<file path="src/rtl/swerv_types_pkg.sv">
// swerv_types_pkg: shared trigger packet, stored mcontrol fields and tdata1 read packing
package swerv_types_pkg;
  localparam logic [3:0] MCTRL_TYPE = 4'h2;
  localparam logic [5:0] MCTRL_MASKMAX = 6'd31;
  typedef struct packed {
    logic select;
    logic match;
    logic store;
    logic load;
    logic execute;
    logic m;
    logic [31:0] tdata2;
  } trigger_pkt_t;
  typedef struct packed {
    logic dmode;
    logic hit;
    logic select;
    logic action;
    logic chain;
    logic match;
    logic m;
    logic execute;
    logic store;
    logic load;
  } mcontrol_t;
  function automatic logic [31:0] mctrl_pack(mcontrol_t c);
    return {MCTRL_TYPE, c.dmode, MCTRL_MASKMAX, c.hit, c.select, 1'b0, 2'b0,
            3'b0, c.action, c.chain, 3'b0, c.match, c.m, 3'b0, c.execute, c.store, c.load};
  endfunction
endpackage

</file>
<file path="src/rtl/dec_trigger_csr_if.sv">
// dec_trigger_csr_if: CSR write/read bus for the trigger CSR block
interface dec_trigger_csr_if;
  logic csr_wr_en;
  logic [11:0] csr_wr_addr;
  logic [31:0] csr_wr_data;
  logic [11:0] csr_rd_addr;
  logic [31:0] csr_rd_data;
  logic csr_rd_hit;
  modport master(output csr_wr_en, csr_wr_addr, csr_wr_data, csr_rd_addr, input csr_rd_data, csr_rd_hit);
  modport slave(input csr_wr_en, csr_wr_addr, csr_wr_data, csr_rd_addr, output csr_rd_data, csr_rd_hit);
endinterface

</file>
<file path="src/rtl/dec_trigger_chain.sv">
// dec_trigger_chain: combinational chaining of one even/odd trigger pair
module dec_trigger_chain (
  input  logic [1:0] raw,
  input  logic       chain,
  output logic [1:0] fire
);
  always_comb fire = chain ? {2{&raw}} : raw;
endmodule

</file>
<file path="src/rtl/dec_trigger_csr.sv">
// dec_trigger_csr: debug trigger CSRs, match qualification, chaining and fire/action reporting
module dec_trigger_csr
  import swerv_types_pkg::*;
#(
  parameter int NUM_TRIG = 4,
  parameter logic [11:0] TSEL_ADDR = 12'h7A0
) (
  input  logic clk,
  input  logic rst_l,
  dec_trigger_csr_if.slave bus,
  input  logic dbg_mode,
  input  logic flush,
  input  logic [NUM_TRIG-1:0] lsu_match,
  input  logic [NUM_TRIG-1:0] ifu_match,
  output trigger_pkt_t [NUM_TRIG-1:0] trigger_pkt_any,
  output logic [NUM_TRIG-1:0] trig_fire,
  output logic trig_act_dbg,
  output logic trig_act_bkpt
);
  localparam logic [11:0] TD1_ADDR = TSEL_ADDR + 12'd1;
  localparam logic [11:0] TD2_ADDR = TSEL_ADDR + 12'd2;
  logic [1:0] tsel, tsel_n;
  mcontrol_t [NUM_TRIG-1:0] mc, mc_n;
  logic [NUM_TRIG-1:0][31:0] tdata2, tdata2_n;
  logic [NUM_TRIG-1:0] raw, fire_n, act_v, dm_v;
  logic wr0, wr1, wr2;
  logic [31:0] d;
  assign d = bus.csr_wr_data;
  assign wr0 = bus.csr_wr_en && bus.csr_wr_addr == TSEL_ADDR;
  assign wr1 = bus.csr_wr_en && bus.csr_wr_addr == TD1_ADDR;
  assign wr2 = bus.csr_wr_en && bus.csr_wr_addr == TD2_ADDR;
  assign raw = (lsu_match | ifu_match) & {NUM_TRIG{~flush & ~dbg_mode}};
  for (genvar g = 0; g < NUM_TRIG / 2; g++) begin : g_pair
    dec_trigger_chain u_chain (
      .raw  (raw[2*g+:2]),
      .chain(mc[2*g].chain),
      .fire (fire_n[2*g+:2])
    );
  end
  always_comb begin
    bus.csr_rd_hit = bus.csr_rd_addr == TSEL_ADDR || bus.csr_rd_addr == TD1_ADDR || bus.csr_rd_addr == TD2_ADDR;
    bus.csr_rd_data = bus.csr_rd_addr == TSEL_ADDR ? {30'b0, tsel} :
                      bus.csr_rd_addr == TD1_ADDR  ? mctrl_pack(mc[tsel]) :
                      bus.csr_rd_addr == TD2_ADDR  ? tdata2[tsel] : 32'b0;
  end
  always_comb begin
    for (int i = 0; i < NUM_TRIG; i++) begin
      trigger_pkt_any[i].select = mc[i].select;
      trigger_pkt_any[i].match = mc[i].match;
      trigger_pkt_any[i].store = mc[i].store & mc[i].m & ~dbg_mode;
      trigger_pkt_any[i].load = mc[i].load & mc[i].m & ~dbg_mode;
      trigger_pkt_any[i].execute = mc[i].execute & mc[i].m & ~dbg_mode;
      trigger_pkt_any[i].m = mc[i].m;
      trigger_pkt_any[i].tdata2 = tdata2[i];
      act_v[i] = mc[i].action;
      dm_v[i] = mc[i].dmode;
    end
  end
  always_comb begin
    tsel_n = (wr0 && d < NUM_TRIG) ? d[1:0] : tsel;
    mc_n = mc;
    tdata2_n = tdata2;
    for (int i = 0; i < NUM_TRIG; i++) begin
      if (tsel == 2'(i) && (!mc[i].dmode || dbg_mode)) begin
        if (wr1) begin
          mc_n[i].dmode = dbg_mode ? d[27] : mc[i].dmode;
          mc_n[i].hit = d[20];
          mc_n[i].select = d[19];
          mc_n[i].action = d[15:13] == 3'b0 && d[12];
          mc_n[i].chain = (i % 2 == 0) && (!mc[i|1].dmode || dbg_mode) ? d[11] : mc[i].chain;
          mc_n[i].match = d[10:8] == 3'b0 && d[7];
          mc_n[i].m = d[6];
          mc_n[i].execute = d[2];
          mc_n[i].store = d[1];
          mc_n[i].load = d[0];
        end
        if (wr2) tdata2_n[i] = d;
      end
      mc_n[i].hit = mc_n[i].hit | fire_n[i];
    end
  end
  always_ff @(posedge clk) begin
    if (!rst_l) begin
      tsel <= '0;
      mc <= '0;
      tdata2 <= '0;
      trig_fire <= '0;
      trig_act_dbg <= 1'b0;
      trig_act_bkpt <= 1'b0;
    end else begin
      tsel <= tsel_n;
      mc <= mc_n;
      tdata2 <= tdata2_n;
      trig_fire <= fire_n;
      trig_act_dbg <= |(fire_n & act_v & dm_v);
      trig_act_bkpt <= |(fire_n & ~(act_v & dm_v));
    end
  end
endmodule

</file>
<file path="src/flat_wrapper.sv">
// flat-port wrapper written by rule: the top's interface ports become plain ports
module dec_trigger_csr_flat import swerv_types_pkg::*;
#(
  parameter int NUM_TRIG = 4,
  parameter logic [11:0] TSEL_ADDR = 12'h7A0
)
  (clk, rst_l, dbg_mode, flush, lsu_match, ifu_match, trigger_pkt_any, trig_fire, trig_act_dbg, trig_act_bkpt, bus_csr_wr_en, bus_csr_wr_addr, bus_csr_wr_data, bus_csr_rd_addr, bus_csr_rd_data, bus_csr_rd_hit);
  dec_trigger_csr_if bus_i ();
  input  logic clk;
  input  logic rst_l;
  input  logic dbg_mode;
  input  logic flush;
  input  logic [NUM_TRIG-1:0] lsu_match;
  input  logic [NUM_TRIG-1:0] ifu_match;
  output trigger_pkt_t [NUM_TRIG-1:0] trigger_pkt_any;
  output logic [NUM_TRIG-1:0] trig_fire;
  output logic trig_act_dbg;
  output logic trig_act_bkpt;
  input wire logic [$bits(bus_i.csr_wr_en)-1:0] bus_csr_wr_en;
  input wire logic [$bits(bus_i.csr_wr_addr)-1:0] bus_csr_wr_addr;
  input wire logic [$bits(bus_i.csr_wr_data)-1:0] bus_csr_wr_data;
  input wire logic [$bits(bus_i.csr_rd_addr)-1:0] bus_csr_rd_addr;
  output wire logic [$bits(bus_i.csr_rd_data)-1:0] bus_csr_rd_data;
  output wire logic [$bits(bus_i.csr_rd_hit)-1:0] bus_csr_rd_hit;
  assign bus_i.csr_wr_en = bus_csr_wr_en;
  assign bus_i.csr_wr_addr = bus_csr_wr_addr;
  assign bus_i.csr_wr_data = bus_csr_wr_data;
  assign bus_i.csr_rd_addr = bus_csr_rd_addr;
  assign bus_csr_rd_data = bus_i.csr_rd_data;
  assign bus_csr_rd_hit = bus_i.csr_rd_hit;
  dec_trigger_csr #(.NUM_TRIG(NUM_TRIG), .TSEL_ADDR(TSEL_ADDR)) u_core (.clk(clk), .rst_l(rst_l), .bus(bus_i), .dbg_mode(dbg_mode), .flush(flush), .lsu_match(lsu_match), .ifu_match(ifu_match), .trigger_pkt_any(trigger_pkt_any), .trig_fire(trig_fire), .trig_act_dbg(trig_act_dbg), .trig_act_bkpt(trig_act_bkpt));
endmodule
</file>
<file path="config.mk">
export PLATFORM = sky130hd
export DESIGN_NAME = dec_trigger_csr_flat
export DESIGN_NICKNAME = d
export VERILOG_FILES = /design/src/rtl/swerv_types_pkg.sv /design/src/rtl/dec_trigger_csr_if.sv /design/src/rtl/dec_trigger_chain.sv /design/src/rtl/dec_trigger_csr.sv /design/src/flat_wrapper.sv
export SDC_FILE = /design/constraint.sdc
export NUM_CORES = 1
export LEC_CHECK = 0
export ABC_AREA = 0
export ABC_CLOCK_PERIOD_IN_PS = 2720
export BUFFER_PORTS_ARGS = -buffer_cell sky130_fd_sc_hd__buf_2
export CAP_MARGIN = 20
export CORE_MARGIN = 2
export CORE_UTILIZATION = 47
export DETAILED_ROUTE_END_ITERATION = 8
export PLACE_DENSITY = 0.8
export SETUP_SLACK_MARGIN = 0.3
export SLEW_MARGIN = 40
export SYNTH_ARGS = -nofsm -noshare
export SYNTH_HDL_FRONTEND = slang
export SYNTH_SLANG_ARGS = --single-unit
</file>
<file path="constraint.sdc">
create_clock -name clk -period 2.72 [get_ports clk]
set_clock_uncertainty 0.05 [all_clocks]
set_input_delay 0.816 -clock clk [delete_from_list [all_inputs] [get_ports clk]]
set_output_delay 0.816 -clock clk [all_outputs]
set_load 0.1 [all_outputs]
</file>
=== After elaboration in Yosys (flattened, before gate mapping) ===
Index checks and enable logic that the tools add are counted.
Widths: inputs -> output; s select.

* Order comparisons: 2
* Multiplexer cells: 19
* Reduce and logical (&&, ||, !) cells: 41
* Equality and inequality tests: 9
* Bitwise logic cells: 38

{| class="wikitable"
|+ Operators by type and width
! operator !! count
|-
| $mux 32 || 4
|-
| $eq 12x11->1 const B || 6
|-
| $mux 9 || 8
|-
| $bmux 32 s2 || 1
|-
| $lt 32x3->1 const B || 1
|-
| $and 1x1->1 || 25
|-
| $and 4x4->4 || 5
|-
| $bmux 10 s2 || 1
|-
| $reduce_and 2->1 || 10
|-
| $reduce_and 3->1 || 6
|-
| $logic_and 1x1->1 || 10
|-
| $mux 10 || 1
|-
| $reduce_or 4->1 || 2
|-
| $logic_not 3->1 || 2
|-
| $logic_or 1x1->1 || 6
|-
| $eq 2x2->1 const B || 2
|-
| $logic_not 1->1 || 4
|-
| $mux 2 || 2
|-
| $not 4->4 || 1
|-
| $or 1x1->1 || 4
|-
| $or 4x4->4 || 1
|-
| $lt 2x3->1 const B || 1
|-
| $eq 2x1->1 const B || 1
|-
| $logic_not 2->1 || 1
|-
| 2 further kinds || 4
|}

* Output and inout bits: 191
* Register bits after elaboration: 174
* Bits of input ports: 69
* Logic and storage cells: 155

=== Logic depth before layout (Yosys ltp) ===
* Depth after elaboration: 8
* Mapped depth: 6
* Depth with buffers taken out: 4

=== Modules after synthesis ===
A second synthesis with hierarchy kept.

* Cells, all modules: 821
* Area total of the unflattened synthesis: 8250.4 um^2

{| class="wikitable"
|+ By module, submodules not included
! module !! times used !! area each (um^2) !! cells an instance !! sequential area each (um^2)
|-
| dec_trigger_csr || 1 || 8215.4 || 813 || 3483.3
|-
| dec_trigger_chain || 2 || 17.5 || 4 || 0.0
|}

=== Worst setup path before layout ===
Ideal clock, no wire load.

* Kind: input to output
* Start point: input port bus_csr_rd_addr[6]
* End point: output port bus_csr_rd_data[11]
* Path buffers: 0
* Slack: -2.167 ns
* Required time: 1.854 ns
* Data arrival time: 4.021 ns
* Stages on the path: 4
* Cell sequence: nor4bb_1 -> nand4b_1 -> or2_2 -> o32ai_1

* Longest elaborated chain between the ends: 4
* Elaborated cells between the ends (all ways): 6
* Those cells by class: 3 x eq/ne; 3 x mux

{| class="wikitable"
|+ Ends and longest elaborated chain
! what !! line !! RTL
|-
| from (decl) || flat_wrapper.sv:22 || <nowiki>input wire logic [$bits(bus_i.csr_rd_addr)-1:0] bus_csr_rd_addr;</nowiki>
|-
| $eq 12x11->1 || dec_trigger_csr.sv:44 || <nowiki>bus.csr_rd_addr == TD2_ADDR ? tdata2[tsel] : 32'b0;</nowiki>
|-
| $mux 32 || dec_trigger_csr.sv:44 ||
|-
| $mux 32 || dec_trigger_csr.sv:43 || <nowiki>bus.csr_rd_addr == TD1_ADDR ? mctrl_pack(mc[tsel]) :</nowiki>
|-
| $mux 32 (*) || dec_trigger_csr.sv:42 || <nowiki>bus.csr_rd_data = bus.csr_rd_addr == TSEL_ADDR ? {30'b0, tsel} :</nowiki>
|-
| to (decl) || flat_wrapper.sv:23 || <nowiki>output wire logic [$bits(bus_i.csr_rd_data)-1:0] bus_csr_rd_data;</nowiki>
|}

Every way passes the cells marked *; elsewhere a longest branch is shown, timed or not.

=== Final worst setup path ===
* Start point: input port bus_csr_rd_addr[4]
* End point: output port bus_csr_rd_data[19]

Same word-level chain as after synthesis.

==> flow_summary.toml <==
[clocking]
clkLatencyLatePin_ps = 420
cts_htree_levels = 4
clockBufferDepth = 2
cts_made_buffers = 17
cts-root-buf = "clkbuf_16"
cts.sinks = 174
cts.clk_slew.worst_paths_ps = 70
cts_tree = "built"

[synth]
netlist_top_cells_area = "dfxtp_1 (41%), mux4_2 (11%), a21oi_1 (9.6%)"
synth_edf_count = 0
synth_compound_area_frac = 0.2157
ys_top_cells_by_count = "dfxtp_1 (174), a21oi_1 (164), nand3_1 (164), o21ai_0 (153), clkbuf_1 (86)"
synth_largest_area_cell = "dfxtp_1"
yosys.area_share.simple = 0.1977
synth_top_family_by_area = "compound AO/OA/AOI/OAI gates"
synthMuxAreaShare = 0.1138
synth_flop_cell = "dfxtp_1"
avgSynthCellArea_um2 = 8.454
synth_area_mm2 = 0.008556
async_flop_share = 0
yosysMostFrequentCell = "dfxtp_1"
ys_seq_area_frac = 0.4071
yosys_warnings = 0
ys_types = 44
synth_top_area_frac = 0.4071
ys_ff_latch = 174
syn-num-nets = 1081
synth_xor_area_frac = 0
synthCells = 1012
synthAdderAreaFrac = 0

[die]
io_pins = 260
die_w_um = 138.9
dieArea_mm2 = 0.01930
core_mm2 = 0.01790
initial_core_util = 0.4779
rows = 49
die_h_um = 138.9

[critical_path]
path_max_fanout = 5
critical_path.max_stage_delay_ps = 340
required_ps = 1850
arrival_ps = 2260
crit_chain = "buf_6 -> nor4bb_4 -> nand4b_1 -> or2_4 -> buf_12 -> o22ai_4 -> buf_12"
cp_top_family = "simple AND/OR/NAND/NOR gates"
critPathLaunchType = "input port"
slowest_stage = "or2_4"
r2r-start = "u_core.tsel[0]"
critPathBufInv = 3
regToRegEndpoint = "u_core.mc[25]"
end_kind = "output pin"
crit_type = "input port to output pin"
r2r_slack_ps = 410
reg2reg_depth = 5
crit_path_frequent_cell = "buf_12"

[global_route]
grt_pass1_vias = 9009
track_usage = 0.3258
grt_pass1_wl_mm = 50.22
overflow = 0
antenna_found_initial = 1
grt_start_max_net_pins = 112

[route]
wl_per_cell_um = 21.82
drc = 0
drtAntennaViolNets = 0
dr.pass1.iters = 6
routed_via_density = 6.341
wl_mm = 32.27
vias = 9378
drt_iter0_markers = 1211

[hold_path]
holdPathStages = 2
min_from = "u_core.trigger_pkt_any[22]"
worstHoldEndpoint = "u_core.trigger_pkt_any[22]"
hp-class = "flip-flop to flip-flop"

[sta]
post-route-period-util = 1.148
slew_violations = 0
rsz0062_at_grt = "true"
layout_min_cycle_time_ps = 3122
worst_pin_slew_ps = 638.3
max_freq_mhz = 320.3
setup-violations-final = 33
worst_slack_ps = -402.3
timing_hold_violations_final = 0
setup_tns_ps = -9591
maxSlewHeadroom = 0.5735

[power_and_ir_drop]
p_int_uw = 3918
seq_power_share = 0.482
power_frac_clock = 0.461
peakVddDrop_mv = 0.4224
swShare = 0.2600
powerDensity_mw_per_mm2 = 435.2
combinationalPowerShare = 0.057
power.net_switching_uw = 1377
p_total_uw = 5295
p_leak_uw = 0.004423

[placement]
io_buffers = 259
placed_area_mm2 = 0.01132
hpwl_mm = 21.64
gp_congestion = 0.8879

[finish]
final_area_mm2 = 0.01217
drive_gt1_frac = 0.3696
nNetsFinal = 1306
syn_to_final_growth_pct = 42.22
n_fill_cell = 1391
n_antenna_cell = 0

[run_status]
violations = "negative setup slack"
outcome = "finished, violations left"

[job]
cap_violations = 0
worst max path at each step:
stage / start / end / cells after the start
floorplan: bus_csr_rd_addr[6] / bus_csr_rd_data[11] / 4
global placement: bus_csr_rd_addr[6] / bus_csr_rd_data[29] / 7
detailed placement: bus_csr_rd_addr[6] / bus_csr_rd_data[29] / 7
CTS: bus_csr_rd_addr[4] / bus_csr_rd_data[12] / 7
global route: bus_csr_rd_addr[4] / bus_csr_rd_data[20] / 7
finish: bus_csr_rd_addr[4] / bus_csr_rd_data[19] / 7
final cells by class:
class,count,area (um^2),share of cell area
Inverter,25,96.34,0.007918
Clock inverter,13,140.1,0.01152
Multi-Input combinational cell,703,4989,0.4100
Clock buffer,19,452.9,0.03722
Timing Repair Buffer,316,2715,0.2231
Tap cell,229,286.5,0.02355
Sequential cell,174,3488,0.2867
sequential cells by signal, indices dropped and copies added, names as in the netlist:
signal / count
u_core.act_v: 4
u_core.dm_v: 4
u_core.mc: 18
u_core.trig_act_bkpt: 1
u_core.trig_act_dbg: 1
u_core.trig_fire: 4
u_core.trigger_pkt_any: 140
u_core.tsel: 2
kinds of logic (layout without fill, tap and decap cells):
logic type,count (synthesis),count (layout)
compound gates,356,356
buf+inv,135,373
flops,174,174
mux,46,46
simple gates,301,301
stage by stage:
stage	hold WS [ps]	utilization	instances	worst slack [ps]
after CTS	439.7	0.6772	1477	-390.8
after global routing	456.7	0.6797	1479	-484.0
after floorplan	402.9	-	1012	-613.9
final	438.9	0.6797	1479	-402.3
after global placement	420.3	0.6324	1438	-474.8
after detailed placement	429.7	0.6324	1438	-478.2
layer usage:
metal	vias to the layer above	routed length [um]	GRT usage
met5	-	0	0
met4	0	1597	0.1733
met3	111	3355	0.08702
met2	639	15280	0.5131
met1	4460	12040	0.4109
li1	4168	-	-
layout by cell type (no fill, tap or decap), types with 7 or more instances in the layout:
master / count
nor2_1: 13
nand4_1: 11
clkbuf_16: 17
o21ai_1: 16
nor2b_4: 22
and2_4: 12
buf_12: 65
mux4_2: 41
o21ai_0: 147
a21oi_1: 164
buf_4: 31
nand2_1: 20
nand3_1: 164
dfxtp_1: 172
inv_1: 23
buf_2: 211
o22ai_4: 7
nor2b_1: 10
what timing repair did:
action | CTS | global route
pin swaps | 4 | 1
hold buffers | 0 | 0
resized for setup | 28 | 5
endpoints found under the setup margin | 45 | 38
gates cloned | 1 | 0
hold endpoints to repair | 0 | 0
buffers inserted | 6 | 1
power groups by stage:
stage | clock (uW) | combinational, uW | sequential (uW)
floorplan | 0 | 116 | 2640
global placement | 0 | 283 | 2610
detailed placement | 0 | 287 | 2610
CTS | 2440 | 293 | 2550
global route | 2560 | 317 | 2550
finish | 2440 | 302 | 2550
tightest hold or removal path, stage by stage (launching register included):
cell and delay (ps):
dfxtp_1 320, o21ai_0 70, a21oi_1 60
No activity file was read; power rests on OpenSTA's default activity.
